## src/rtl/linear_network_dispatcher_if.sv

```systemverilog
// Upstream stream + network drive bundle for linear_network_dispatcher.
// master: feeder side (drives i_*), slave: dispatcher side (drives o_*).
interface linear_network_dispatcher_if #(
    parameter int DATA_WIDTH = 32,
    parameter int NUM_NODE   = 4
);
    localparam int CMD_W = $clog2(NUM_NODE);

    logic                  i_valid;
    logic [DATA_WIDTH-1:0] i_data;
    logic [CMD_W-1:0]      i_dest;
    logic                  o_ready;
    logic                  i_mode;
    logic                  i_issue_en;
    logic                  o_valid;
    logic [DATA_WIDTH-1:0] o_data_bus;
    logic [CMD_W-1:0]      o_cmd;
    logic                  o_en;
    logic                  o_busy;
    logic [15:0]           o_issue_cnt;
    logic [15:0]           o_drop_cnt;

    modport master (
        output i_valid, i_data, i_dest, i_mode, i_issue_en,
        input  o_ready, o_valid, o_data_bus, o_cmd, o_en, o_busy,
               o_issue_cnt, o_drop_cnt
    );

    modport slave (
        input  i_valid, i_data, i_dest, i_mode, i_issue_en,
        output o_ready, o_valid, o_data_bus, o_cmd, o_en, o_busy,
               o_issue_cnt, o_drop_cnt
    );
endinterface

```

## src/rtl/linear_network_dispatcher.sv

```systemverilog
// Feeder for the sequential unicast linear network: buffers tagged words in
// a small FIFO, issues one per cycle as valid/data/cmd, and keeps the network
// enable high until the last issued word has reached the final node.
module linear_network_dispatcher #(
    parameter int DATA_WIDTH = 32,
    parameter int NUM_NODE   = 4,
    parameter int FIFO_DEPTH = 4
) (
    input logic                    clk,
    input logic                    rst,
    linear_network_dispatcher_if.slave bus
);
    localparam int CMD_W = $clog2(NUM_NODE);
    localparam int AW    = $clog2(FIFO_DEPTH);
    localparam int EW    = CMD_W + DATA_WIDTH;
    localparam logic [CMD_W-1:0] RR_LAST    = CMD_W'(NUM_NODE - 1);
    localparam logic [CMD_W:0]   DRAIN_LOAD = (CMD_W + 1)'(NUM_NODE - 1);
    localparam logic [CMD_W:0]   NODE_LIM   = (CMD_W + 1)'(NUM_NODE);

    logic [EW-1:0]         mem [FIFO_DEPTH];
    logic [AW:0]           wr_ptr, rd_ptr;
    logic [CMD_W-1:0]      rr_ptr;
    logic [CMD_W:0]        drain_cnt;
    logic                  empty, full, push, pop, legal, issue;
    logic [CMD_W-1:0]      push_dest, head_dest;
    logic [DATA_WIDTH-1:0] head_data;

    // Extra pointer MSB separates full from empty after wrap-around.
    assign empty     = (wr_ptr == rd_ptr);
    assign full      = (wr_ptr[AW] != rd_ptr[AW]) &&
                       (wr_ptr[AW-1:0] == rd_ptr[AW-1:0]);
    assign bus.o_ready = ~full;
    assign push      = bus.i_valid && !full;
    assign pop       = bus.i_issue_en && !empty;
    assign push_dest = bus.i_mode ? rr_ptr : bus.i_dest;
    assign {head_dest, head_data} = mem[rd_ptr[AW-1:0]];
    assign issue     = pop && legal;
    assign bus.o_busy = !empty || bus.o_en;

    // Only a non-power-of-2 node count leaves unused codes to reject.
    generate
        if ((1 << CMD_W) == NUM_NODE) begin : g_all_legal
            assign legal = 1'b1;
        end else begin : g_range_chk
            assign legal = ({1'b0, head_dest} < NODE_LIM);
        end
    endgenerate

    // FIFO storage; contents need no reset since pointers gate visibility.
    always_ff @(posedge clk) begin
        if (push) mem[wr_ptr[AW-1:0]] <= {push_dest, bus.i_data};
    end

    // FIFO pointers and round-robin destination pointer.
    always_ff @(posedge clk) begin
        if (rst) begin
            wr_ptr <= '0;
            rd_ptr <= '0;
            rr_ptr <= '0;
        end else begin
            if (push) wr_ptr <= wr_ptr + 1'b1;
            if (pop)  rd_ptr <= rd_ptr + 1'b1;
            if (push && bus.i_mode)
                rr_ptr <= (rr_ptr == RR_LAST) ? '0 : rr_ptr + 1'b1;
        end
    end

    // Registered network drive, drain timer and statistics counters.
    // Illegal destinations are consumed but present an idle (all-zero) cycle.
    always_ff @(posedge clk) begin
        if (rst) begin
            bus.o_valid     <= 1'b0;
            bus.o_data_bus  <= '0;
            bus.o_cmd       <= '0;
            bus.o_en        <= 1'b0;
            bus.o_issue_cnt <= '0;
            bus.o_drop_cnt  <= '0;
            drain_cnt       <= '0;
        end else begin
            bus.o_valid    <= issue;
            bus.o_data_bus <= issue ? head_data : '0;
            bus.o_cmd      <= issue ? head_dest : '0;
            // Enable covers the issue cycle plus NUM_NODE-1 propagation cycles.
            bus.o_en       <= issue || (drain_cnt != '0);
            if (issue)                  drain_cnt <= DRAIN_LOAD;
            else if (drain_cnt != '0)   drain_cnt <= drain_cnt - 1'b1;
            if (issue)                  bus.o_issue_cnt <= bus.o_issue_cnt + 1'b1;
            if (pop && !legal)          bus.o_drop_cnt  <= bus.o_drop_cnt + 1'b1;
        end
    end
endmodule

```

## src/flat_wrapper.sv

```systemverilog
// flat-port wrapper written by rule: the top's interface ports become plain ports
module linear_network_dispatcher_flat 
#(
    parameter int DATA_WIDTH = 32,
    parameter int NUM_NODE   = 4,
    parameter int FIFO_DEPTH = 4
)
  (clk, rst, bus_i_valid, bus_i_data, bus_i_dest, bus_i_mode, bus_i_issue_en, bus_o_ready, bus_o_valid, bus_o_data_bus, bus_o_cmd, bus_o_en, bus_o_busy, bus_o_issue_cnt, bus_o_drop_cnt);
  linear_network_dispatcher_if #(.DATA_WIDTH(DATA_WIDTH), .NUM_NODE(NUM_NODE)) bus_i ();
  input logic clk;
  input logic rst;
  input wire logic [$bits(bus_i.i_valid)-1:0] bus_i_valid;
  input wire logic [$bits(bus_i.i_data)-1:0] bus_i_data;
  input wire logic [$bits(bus_i.i_dest)-1:0] bus_i_dest;
  input wire logic [$bits(bus_i.i_mode)-1:0] bus_i_mode;
  input wire logic [$bits(bus_i.i_issue_en)-1:0] bus_i_issue_en;
  output wire logic [$bits(bus_i.o_ready)-1:0] bus_o_ready;
  output wire logic [$bits(bus_i.o_valid)-1:0] bus_o_valid;
  output wire logic [$bits(bus_i.o_data_bus)-1:0] bus_o_data_bus;
  output wire logic [$bits(bus_i.o_cmd)-1:0] bus_o_cmd;
  output wire logic [$bits(bus_i.o_en)-1:0] bus_o_en;
  output wire logic [$bits(bus_i.o_busy)-1:0] bus_o_busy;
  output wire logic [$bits(bus_i.o_issue_cnt)-1:0] bus_o_issue_cnt;
  output wire logic [$bits(bus_i.o_drop_cnt)-1:0] bus_o_drop_cnt;
  assign bus_i.i_valid = bus_i_valid;
  assign bus_i.i_data = bus_i_data;
  assign bus_i.i_dest = bus_i_dest;
  assign bus_i.i_mode = bus_i_mode;
  assign bus_i.i_issue_en = bus_i_issue_en;
  assign bus_o_ready = bus_i.o_ready;
  assign bus_o_valid = bus_i.o_valid;
  assign bus_o_data_bus = bus_i.o_data_bus;
  assign bus_o_cmd = bus_i.o_cmd;
  assign bus_o_en = bus_i.o_en;
  assign bus_o_busy = bus_i.o_busy;
  assign bus_o_issue_cnt = bus_i.o_issue_cnt;
  assign bus_o_drop_cnt = bus_i.o_drop_cnt;
  linear_network_dispatcher #(.DATA_WIDTH(DATA_WIDTH), .NUM_NODE(NUM_NODE), .FIFO_DEPTH(FIFO_DEPTH)) u_core (.clk(clk), .rst(rst), .bus(bus_i));
endmodule
```

## config.mk

```make
export PLATFORM = sky130hd
export DESIGN_NAME = linear_network_dispatcher_flat
export DESIGN_NICKNAME = d
export VERILOG_FILES = /design/src/rtl/linear_network_dispatcher_if.sv /design/src/rtl/linear_network_dispatcher.sv /design/src/flat_wrapper.sv
export SDC_FILE = /design/constraint.sdc
export NUM_CORES = 1
export LEC_CHECK = 0
export ABC_AREA = 1
export CORE_MARGIN = 4
export CORE_UTILIZATION = 54
export CTS_CLUSTER_SIZE = 12
export DETAILED_ROUTE_END_ITERATION = 8
export HOLD_SLACK_MARGIN = 0.05
export PLACE_DENSITY = 0.79
export SKIP_LAST_GASP = 1
export SLEW_MARGIN = 10
export SYNTH_ARGS = -nofsm -noshare
export SYNTH_HDL_FRONTEND = slang
export SYNTH_SLANG_ARGS = --single-unit
```

## constraint.sdc

```tcl
create_clock -name clk -period 3.8 [get_ports clk]
set_input_delay 0.95 -clock clk [delete_from_list [all_inputs] [get_ports clk]]
set_output_delay 0.95 -clock clk [all_outputs]
set_load 0.1 [all_outputs]
```

# --- After elaboration in Yosys (flattened, before gate mapping) ---
# Memory sizes are Yosys's and may differ from the RTL's. A register that Yosys moved wholly into a read port is not among the register bits.
# Index checks and enable logic that the tools add are counted.
word_totals:
  mem_count: 1
  ramBits: 136
  ff_bits: 29
classes:
  n_reduce_logical: 12
  eq_ne: 4
  n_bitwise: 2
  n_addsub: 5
  mux: 6
mem_list:
  columns: ["name", "words", "width", "read_ports", "rd_ports_with_merged_regs", "wr", "line_no", "text"]
  rows:
  - ["u_core.mem", 4, 34, 1, 1, 1, "linear_network_dispatcher.sv:20", "logic [EW-1:0] mem [FIFO_DEPTH];"]
op_table:
  columns: ["operator", "count"]
  rows:
  - ["$add 16x1->16 const B", 1]
  - ["$mux 2", 4]
  - ["$add 3x1->3 const B", 2]
  - ["$logic_and 1x1->1", 4]
  - ["$reduce_or 2->1", 2]
  - ["$eq 3x3->1", 1]
  - ["$reduce_bool 3->1", 1]
  - ["$sub 3x1->3 const B", 1]
  - ["$add 2x1->2 const B", 1]
  - ["$eq 2x2->1", 1]
  - ["$eq 2x2->1 const B", 1]
  - ["$logic_not 1->1", 2]
  - ["$logic_or 1x1->1", 2]
  - ["$mux 1", 2]
  - ["$not 1->1", 2]
  - ["$reduce_bool 2->1", 1]
  - ["$ne 1x1->1", 1]

# --- Depth between registers and ports, before layout ---
# Gate-level depths: netlist of run 1.
depth:
  depth_word: 6
  mapped_depth: 11
  mapped_depth_nobuf: 9

# --- Worst setup path after synthesis of run 1 ---
# OpenSTA, ideal clock, no wires.
synth_path:
  kind: "flip-flop to flip-flop"
  start: "register u_core.rd_ptr[0]"
  end: "memory u_core.mem[3][0] (netlist name) (enable)"
  stages_incl_launch_ff: 8
  setup_time_ps: 427
  slack_ps: 162
  arrival_time_ps: 3211
  cell_sequence: "dfxtp_1 > buf_6 > inv_6 > nand2_1 > nand2_2 > nand3_1 > nand2_2 > nor2_1"
synth_between:
  elab_chain_len: 6
synth_lines:
  columns: ["element", "line_no", "text"]
  rows:
  - ["start: declaration", "linear_network_dispatcher.sv:21", "logic [AW:0] wr_ptr, rd_ptr;"]
  - ["start signal: assignment", "linear_network_dispatcher.sv:62", "if (pop) rd_ptr <= rd_ptr + 1'b1;"]
  - ["$eq 2x2->1", "linear_network_dispatcher.sv:31", "(wr_ptr[AW-1:0] == rd_ptr[AW-1:0]);"]
  - ["$logic_and 1x1->1", "linear_network_dispatcher.sv:30", "assign full = (wr_ptr[AW] != rd_ptr[AW]) &&"]
  - ["$logic_not 1->1", "linear_network_dispatcher.sv:33", "assign push = bus.i_valid && !full;"]
  - ["$logic_and 1x1->1", "linear_network_dispatcher.sv:33", null]
  - ["$mux 1", "linear_network_dispatcher.sv:51", "if (push) mem[wr_ptr[AW-1:0]] <= {push_dest, bus.i_data};"]
  - ["$mux 1 (not written as such)", "linear_network_dispatcher.sv:51", null]
  - ["end: declaration", "linear_network_dispatcher.sv:20", null]
# Every way passes these cells.

# --- Worst setup path in the final report of run 1 ---
layout_path:
  start: "register u_core.rd_ptr[1]"
  end: "output bus_o_ready"
layout_between:
  elab_chain_len: 3
layout_lines:
  columns: ["element", "line_no", "text"]
  rows:
  - ["$eq 2x2->1", "linear_network_dispatcher.sv:31", null]
  - ["$logic_and 1x1->1", "linear_network_dispatcher.sv:30", null]
  - ["$not 1->1", "linear_network_dispatcher.sv:32", "assign bus.o_ready = ~full;"]
  - ["end: declaration", "flat_wrapper.sv:17", "output wire logic [$bits(bus_i.o_ready)-1:0] bus_o_ready;"]
# Every way passes these cells.

==> results of run 1 <==
-- critical path: stages, from the launching register on --
cell	delay, ns
dfxtp_2	0.82
inv_6	0.27
nand2_1	0.17
nand2_2	0.08
nand3_1	0.18
buf_4	0.33
-- cells by family (layout without fill, tap and decap cells) --
group                    after synthesis  after routing  synth area share [%]
XOR/XNOR                               6              6                 0.671
AO/OA/AOI/OAI                        130            130                  10.1
AND/OR/NAND/NOR                      266            266                  14.0
flip-flops                           199            199                  68.2
adder cells (fa/ha/maj)                9              9                  1.44
other                                  1             16                0.0479
buffers and inverters                 75            160                  5.51
-- synthesized netlist by cell type (5+ instances only) --
cell type and number:
a21oi_1 13, a21oi_2 35, buf_2 5, buf_4 16, buf_6 5, clkbuf_1 17, dfxtp_1 63, edfxtp_1 136
ha_1 9, inv_1 25, nand2_1 62, nand2_2 10, nand3_1 12, nor2_1 173, o21ai_0 76
-- cell type report --
type | instances | area, µm²
Clock buffer | 19 | 443
Inverter | 30 | 126
Fill cell | 989 | 4620
Multi-Input combinational cell | 427 | 2140
Clock inverter | 13 | 168
Tap cell | 180 | 225
Timing Repair Buffer | 98 | 966
Sequential cell | 199 | 5350
-- path summary, 6_finish.rpt --
kind                                                from                                     end  slack, ns  cells past startpoint
setup reg to reg           u_core.rd_ptr[1]$_SDFFE_PP0P_             u_core.mem[1][17]$_DFFE_PP_       1.07                      7
setup / recovery           u_core.rd_ptr[1]$_SDFFE_PP0P_                             bus_o_ready       0.56                      5
hold reg to reg   u_core.bus.o_issue_cnt[2]$_SDFFE_PP0P_  u_core.bus.o_issue_cnt[2]$_SDFFE_PP0P_       0.51                      2
hold / removal    u_core.bus.o_issue_cnt[2]$_SDFFE_PP0P_  u_core.bus.o_issue_cnt[2]$_SDFFE_PP0P_       0.51                      2
-- sequential cells by signal, indices dropped and copies added (netlist names) --
name and count:
u_core.mem 136, u_core.bus.o_data_bus 32, u_core.bus.o_issue_cnt 16, u_core.drain_cnt 3
u_core.rd_ptr 3, u_core.wr_ptr 3, u_core.bus.o_cmd 2, u_core.rr_ptr 2
u_core.bus.o_en 1, u_core.bus.o_valid 1
-- layer usage --
metal | vias to the layer above | global-route usage, % | wire (µm)
met3 | 18 | 5.40 | 1010
li1 | 2465 | - | -
met4 | 0 | 5.43 | 185
met5 | - | 0 | 0
met1 | 2514 | 25.7 | 6700
met2 | 185 | 34.7 | 8290
-- power groups by stage --
stage	Sequential, mW	Combinational, mW	Clock (mW)
4_1_cts	2.53	1.00	1.86
2_1_floorplan	2.82	0.522	0
6_report	2.53	0.999	1.84
3_5_place_dp	2.57	0.996	0
5_1_grt	2.54	1.08	1.97
3_3_place_gp	2.56	0.961	0
==> run summary, run 1 <==
Status -> finished, final reports clean
Post-CTS Hold Buffers -> 0
Post-route cell area -> 0.00942 mm²
Share of layout cells above drive strength 1 -> 13.2%
Worst slew pin tran -> 1.02 ns
Hold WS -> 0.514 ns
Num CTS Buffers -> 17
Synthesized netlist cell count -> 686
ANT cells -> 0
GPL Wtd Cong -> 0.810
Synth area leader -> edfxtp_1
Asr flop ratio synth -> 0%
Max-slew violation count -> 0
Yosys cell types -> 35
Full die area -> 0.0165 mm²
Tot Pwr -> 5.36 mW
# Post-CTS Setup Buffers -> 0
Crit path time final -> 3.24 ns
Max_slew headroom -> 32.0%
Seq/Total Area, Yosys -> 68.2%
Vias in the first global route -> 5303
Nets -> 821
Drt wl/cell -> 16.7 µm
Commonest non-fill, non-tap cell in the layout -> nor2_1
Internal -> 3.75 mW
Prevailing post-synth register cell -> edfxtp_1
Clk buf depth -> 2
Clock power share -> 34.3%
DR pass1 iterations -> 5
Sw power -> 1.61 mW
Final period util -> 85.2%
Clock Tree Root -> clkbuf_16
Starting density of the core -> 55.8%
Worst vdd ir -> 0.313 mV
Setup TNS -> 0 ns
Die height -> 128 µm
TritonCTS clock tree -> yes
Netlist Area Pre-Place -> 0.00783 mm²
Site Rows -> 43
Post-route ant nets -> 0
Initial antenna violation count -> 0
Synth top area cells -> edfxtp_1 (52%), dfxtp_1 (16%), nor2_1 (8.3%), o21ai_0 (4.9%), a21oi_2 (3.9%)
Maximum clock rate -> 0.309 GHz
PortBufs -> 92
Clock slew at the register clock pins of the worst setup and hold paths -> 0.07 ns
Place WS -> 0.949 ns
IO Pins -> 109
Area growth, synth to finish -> 20.2%
Switching Share -> 30.1%
Final Util -> 67.1%
Routed vias/inst -> 5.36
Synth Area per Inst -> 11.4 µm²
Core footprint -> 0.0140 mm²
Max_cap viols -> 0
Largest net degree at the start of global routing -> 72
CP Launch Type -> flop
EDFF count, synth -> 136
#FFs+latches synth -> 199
Vias after detailed routing -> 5182
DR iter-0 viols -> 454
CTS resizes -> 0
RSZ-0062 raised after global routing -> no
CP Max Fanout -> 36
Detailed-route wire length -> 16200 µm
Ys Warns -> 0
HP Class -> flop to flop
Leakage -> 3.33 nW
Final Hold Fails -> 0
Dpl cells -> 934
Critical setup path kind -> flop to output port
Share of the synthesized area in the top cell type -> 52.1%
Sequential share of power -> 47.1%
Data required, critical path -> 2.85 ns
Clock Latency Late Sink -> 0.42 ns
Crit. End Element -> output port
Die width -> 128 µm
Setup violators final -> 0
Placed inst area -> 0.00881 mm²
DPL Wire Length -> 9810 µm
P per Cell Area -> 570 mW/mm²
Combinational cell fraction of total power -> 18.6%
Total grt overflow -> 0
TritonCTS Sinks -> 199
Most frequent cells in the layout -> nor2_1 (169), edfxtp_1 (136), clkdlybuf4s50_1 (87)
Arrival time worst endpoint -> 2.29 ns
GR Util All Layers -> 20.3%
Setup ws final -> 0.562 ns
Drt drc -> 0
Global-route wire length before repair -> 26000 µm
Final Skew -> 0.00642 ns
H-tree depth -> 4
Final Instance Count excl. Fillers -> 966
(Power assumes the default switching activity.)
==> run 2: changes to the inputs <==
- CORE_ASPECT_RATIO: not set -> 0.8
==> run summary, run 2 (synthesis gave the netlist of run 1 again) <==
Starting density of the core -> 55.0% (-0.81 points)
ANT cells -> 0 (unchanged)
Final period util -> 83.4% (-1.8 points)
Vias in the first global route -> 5177 (-2.4%)
Critical setup path kind -> flop to output port
Setup violators final -> 0 (unchanged)
Fillers -> 1022 (+3.3%)
Arrival time worst endpoint -> 2.22 ns (-0.07 ns)
Sw power -> 1.64 mW (+1.6%)
Final Skew -> 0.0129 ns (+0.00647 ns)
Total grt overflow -> 0 (unchanged)
CP Max Fanout -> 22 (-39%)
Crit. End Element -> output port
Drt wl/cell -> 16.6 µm (-0.72%)
Crit. Startpoint -> u_core.rd_ptr[1]$_SDFFE_PP0P_
Commonest non-fill, non-tap cell in the layout -> nor2_1
Area growth, synth to finish -> 20.5%
Max-slew violation count -> 0 (unchanged)
Status -> finished, final reports clean
Clock power share -> 34.3% (about the same)
Clk buf depth -> 2 (unchanged)
DR iter-0 viols -> 400 (-12%)
H-tree depth -> 4 (unchanged)
R2r endpoint -> u_core.mem[3][1]$_DFFE_PP_
Full die area -> 0.0165 mm² (about the same)
Worst slew pin tran -> 0.983 ns (-0.0341 ns)
Max_slew headroom -> 34.3% (+2.3 points)
Clock Latency Late Sink -> 0.43 ns (about the same)
R2R depth -> 7 (unchanged)
Routed vias/inst -> 5.31 (-0.96%)
Vias after detailed routing -> 5164 (-0.35%)
Post-route ant nets -> 0 (unchanged)
Site Rows -> 39 (-9.3%)
Crit path time final -> 3.17 ns (-0.0687 ns)
Internal -> 3.74 mW (-0.24%)
DPL Wire Length -> 9910 µm (+1.0%)
RSZ-0062 raised after global routing -> no
Tot Pwr -> 5.38 mW (+0.30%)
Largest net degree at the start of global routing -> 72 (unchanged)
Max FFs per register -> 136 (unchanged)
Maximum clock rate -> 0.315 GHz (+2.2%)
Flop2flop setup slack -> 1.13 ns (+0.06 ns)
Drt drc -> 0 (unchanged)
Die height -> 116 µm (-9.9%)
Leakage -> 3.34 nW (+0.31%)
Clock slew at the register clock pins of the worst setup and hold paths -> 0.07 ns (about the same)
Final Hold Fails -> 0 (unchanged)
Setup TNS -> 0 ns (unchanged)
Data required, critical path -> 2.85 ns (about the same)
Worst vdd ir -> 0.363 mV (+16%)
Core footprint -> 0.0142 mm² (+1.5%)
Crit path to -> bus_o_busy
Most frequent cells in the layout -> nor2_1 (169), edfxtp_1 (136), clkdlybuf4s50_1 (85)
CP Launch Type -> flop
GR Util All Layers -> 20.0% (-0.30 points)
HP Class -> flop to flop
Max_cap viols -> 0 (unchanged)
Sequential share of power -> 46.6% (-0.5 points)
Share of layout cells above drive strength 1 -> 13.5% (+0.22 points)
Detailed-route wire length -> 16200 µm (-0.11%)
IO Pins -> 109 (unchanged)
DR pass1 iterations -> 5 (unchanged)
TritonCTS Sinks -> 199 (unchanged)
Post-CTS Hold Buffers -> 0 (unchanged)
CTS resizes -> 0 (unchanged)
P per Cell Area -> 570 mW/mm² (+0.10%)
Reg-to-reg startpoint -> u_core.rd_ptr[1]$_SDFFE_PP0P_
Global-route wire length before repair -> 25600 µm (-1.5%)
Clock Tree Root -> clkbuf_16
Initial antenna violation count -> 0 (unchanged)
GPL Wtd Cong -> 0.813 (+0.36%)
Num CTS Buffers -> 17 (unchanged)
PortBufs -> 92 (unchanged)
# Post-CTS Setup Buffers -> 0 (unchanged)
Combinational cell fraction of total power -> 19.1% (+0.5 points)
TritonCTS clock tree -> yes
Switching Share -> 30.4% (+0.37 points)
Nets -> 823 (+0.24%)
Die width -> 143 µm (+11%)
## run 2: cell types whose count changed in the layout (fill, tap and decap cells not counted)
cell / before / now
buf_4: 10 / 13
clkdlybuf4s50_1: 87 / 85
clkinv_2: 4 / 2
clkinv_4: 1 / 3
inv_6: 6 / 4
buf_12: 1 / 2
clkbuf_1: 1 / 2
clkbuf_8: 1 / 0
clkinv_1: 0 / 1
clkinvlp_4: 1 / 2
## run 2: area by class of cell
class / instances / area, µm² / share of cell area, %
timing repair buffer: 100 / 988 / 10.5
tap: 184 / 230 / 2.44
multi-input combinational: 427 / 2140 / 22.7
sequential: 199 / 5350 / 56.7
clock buffer: 19 / 433 / 4.59
clock inverter: 13 / 169 / 1.79
inverter: 30 / 126 / 1.34
## run 2: power by group through the flow
stage	clock network [mW]	logic [mW]	registers (mW)
after floorplan	0	0.522	2.82
final	1.85	1.03	2.51
after CTS	1.86	1.03	2.51
after global routing	1.96	1.11	2.52
after global placement	0	0.995	2.55
after detailed placement	0	1.02	2.55
## run 2: worst max-delay path, cell delays in order (launching register included)
cell and delay, ns:
dfxtp_2 0.59, buf_4 0.36, nand2_1 0.10, nand2_2 0.11, nand3_4 0.12, or2_2 0.33, buf_12 0.17
## run 2: worst min path at each step
stage                                                 from                                     end  slack (ns)  cells past startpoint
floorplan                    u_core.rr_ptr[0]$_SDFFE_PP0P_           u_core.rr_ptr[0]$_SDFFE_PP0P_        0.47                      2
finish                       u_core.rr_ptr[0]$_SDFFE_PP0P_           u_core.rr_ptr[0]$_SDFFE_PP0P_        0.52                      2
global placement    u_core.bus.o_issue_cnt[2]$_SDFFE_PP0P_  u_core.bus.o_issue_cnt[2]$_SDFFE_PP0P_        0.49                      2
global route                 u_core.rr_ptr[0]$_SDFFE_PP0P_           u_core.rr_ptr[0]$_SDFFE_PP0P_        0.54                      2
detailed placement        u_core.drain_cnt[0]$_SDFFE_PP0P_        u_core.drain_cnt[0]$_SDFFE_PP0P_        0.50                      2
CTS                          u_core.rr_ptr[0]$_SDFFE_PP0P_           u_core.rr_ptr[0]$_SDFFE_PP0P_        0.51                      2
## run 2: per-stage QoR
stage | area, µm² | hold WS [ns] | setup WS [ns] | utilization, % | instances
after global placement | 8840 | 0.490 | 0.963 | 62.0 | 940
final | 9440 | 0.516 | 0.630 | 66.2 | 972
after global routing | 9440 | 0.540 | 0.541 | 66.2 | 972
after CTS | 9440 | 0.510 | 0.632 | 66.2 | 972
after floorplan | 7890 | 0.472 | 0.162 | - | 701
after detailed placement | 8840 | 0.500 | 0.886 | 62.0 | 940
## run 2: metal layers
metal | up-vias | GRT usage, % | share of wire, %
met5 | - | 0 | 0
met4 | 0 | 5.13 | 0.81
met3 | 12 | 5.24 | 6.9
met2 | 200 | 34.4 | 50
met1 | 2487 | 25.4 | 42
li1 | 2465 | - | -
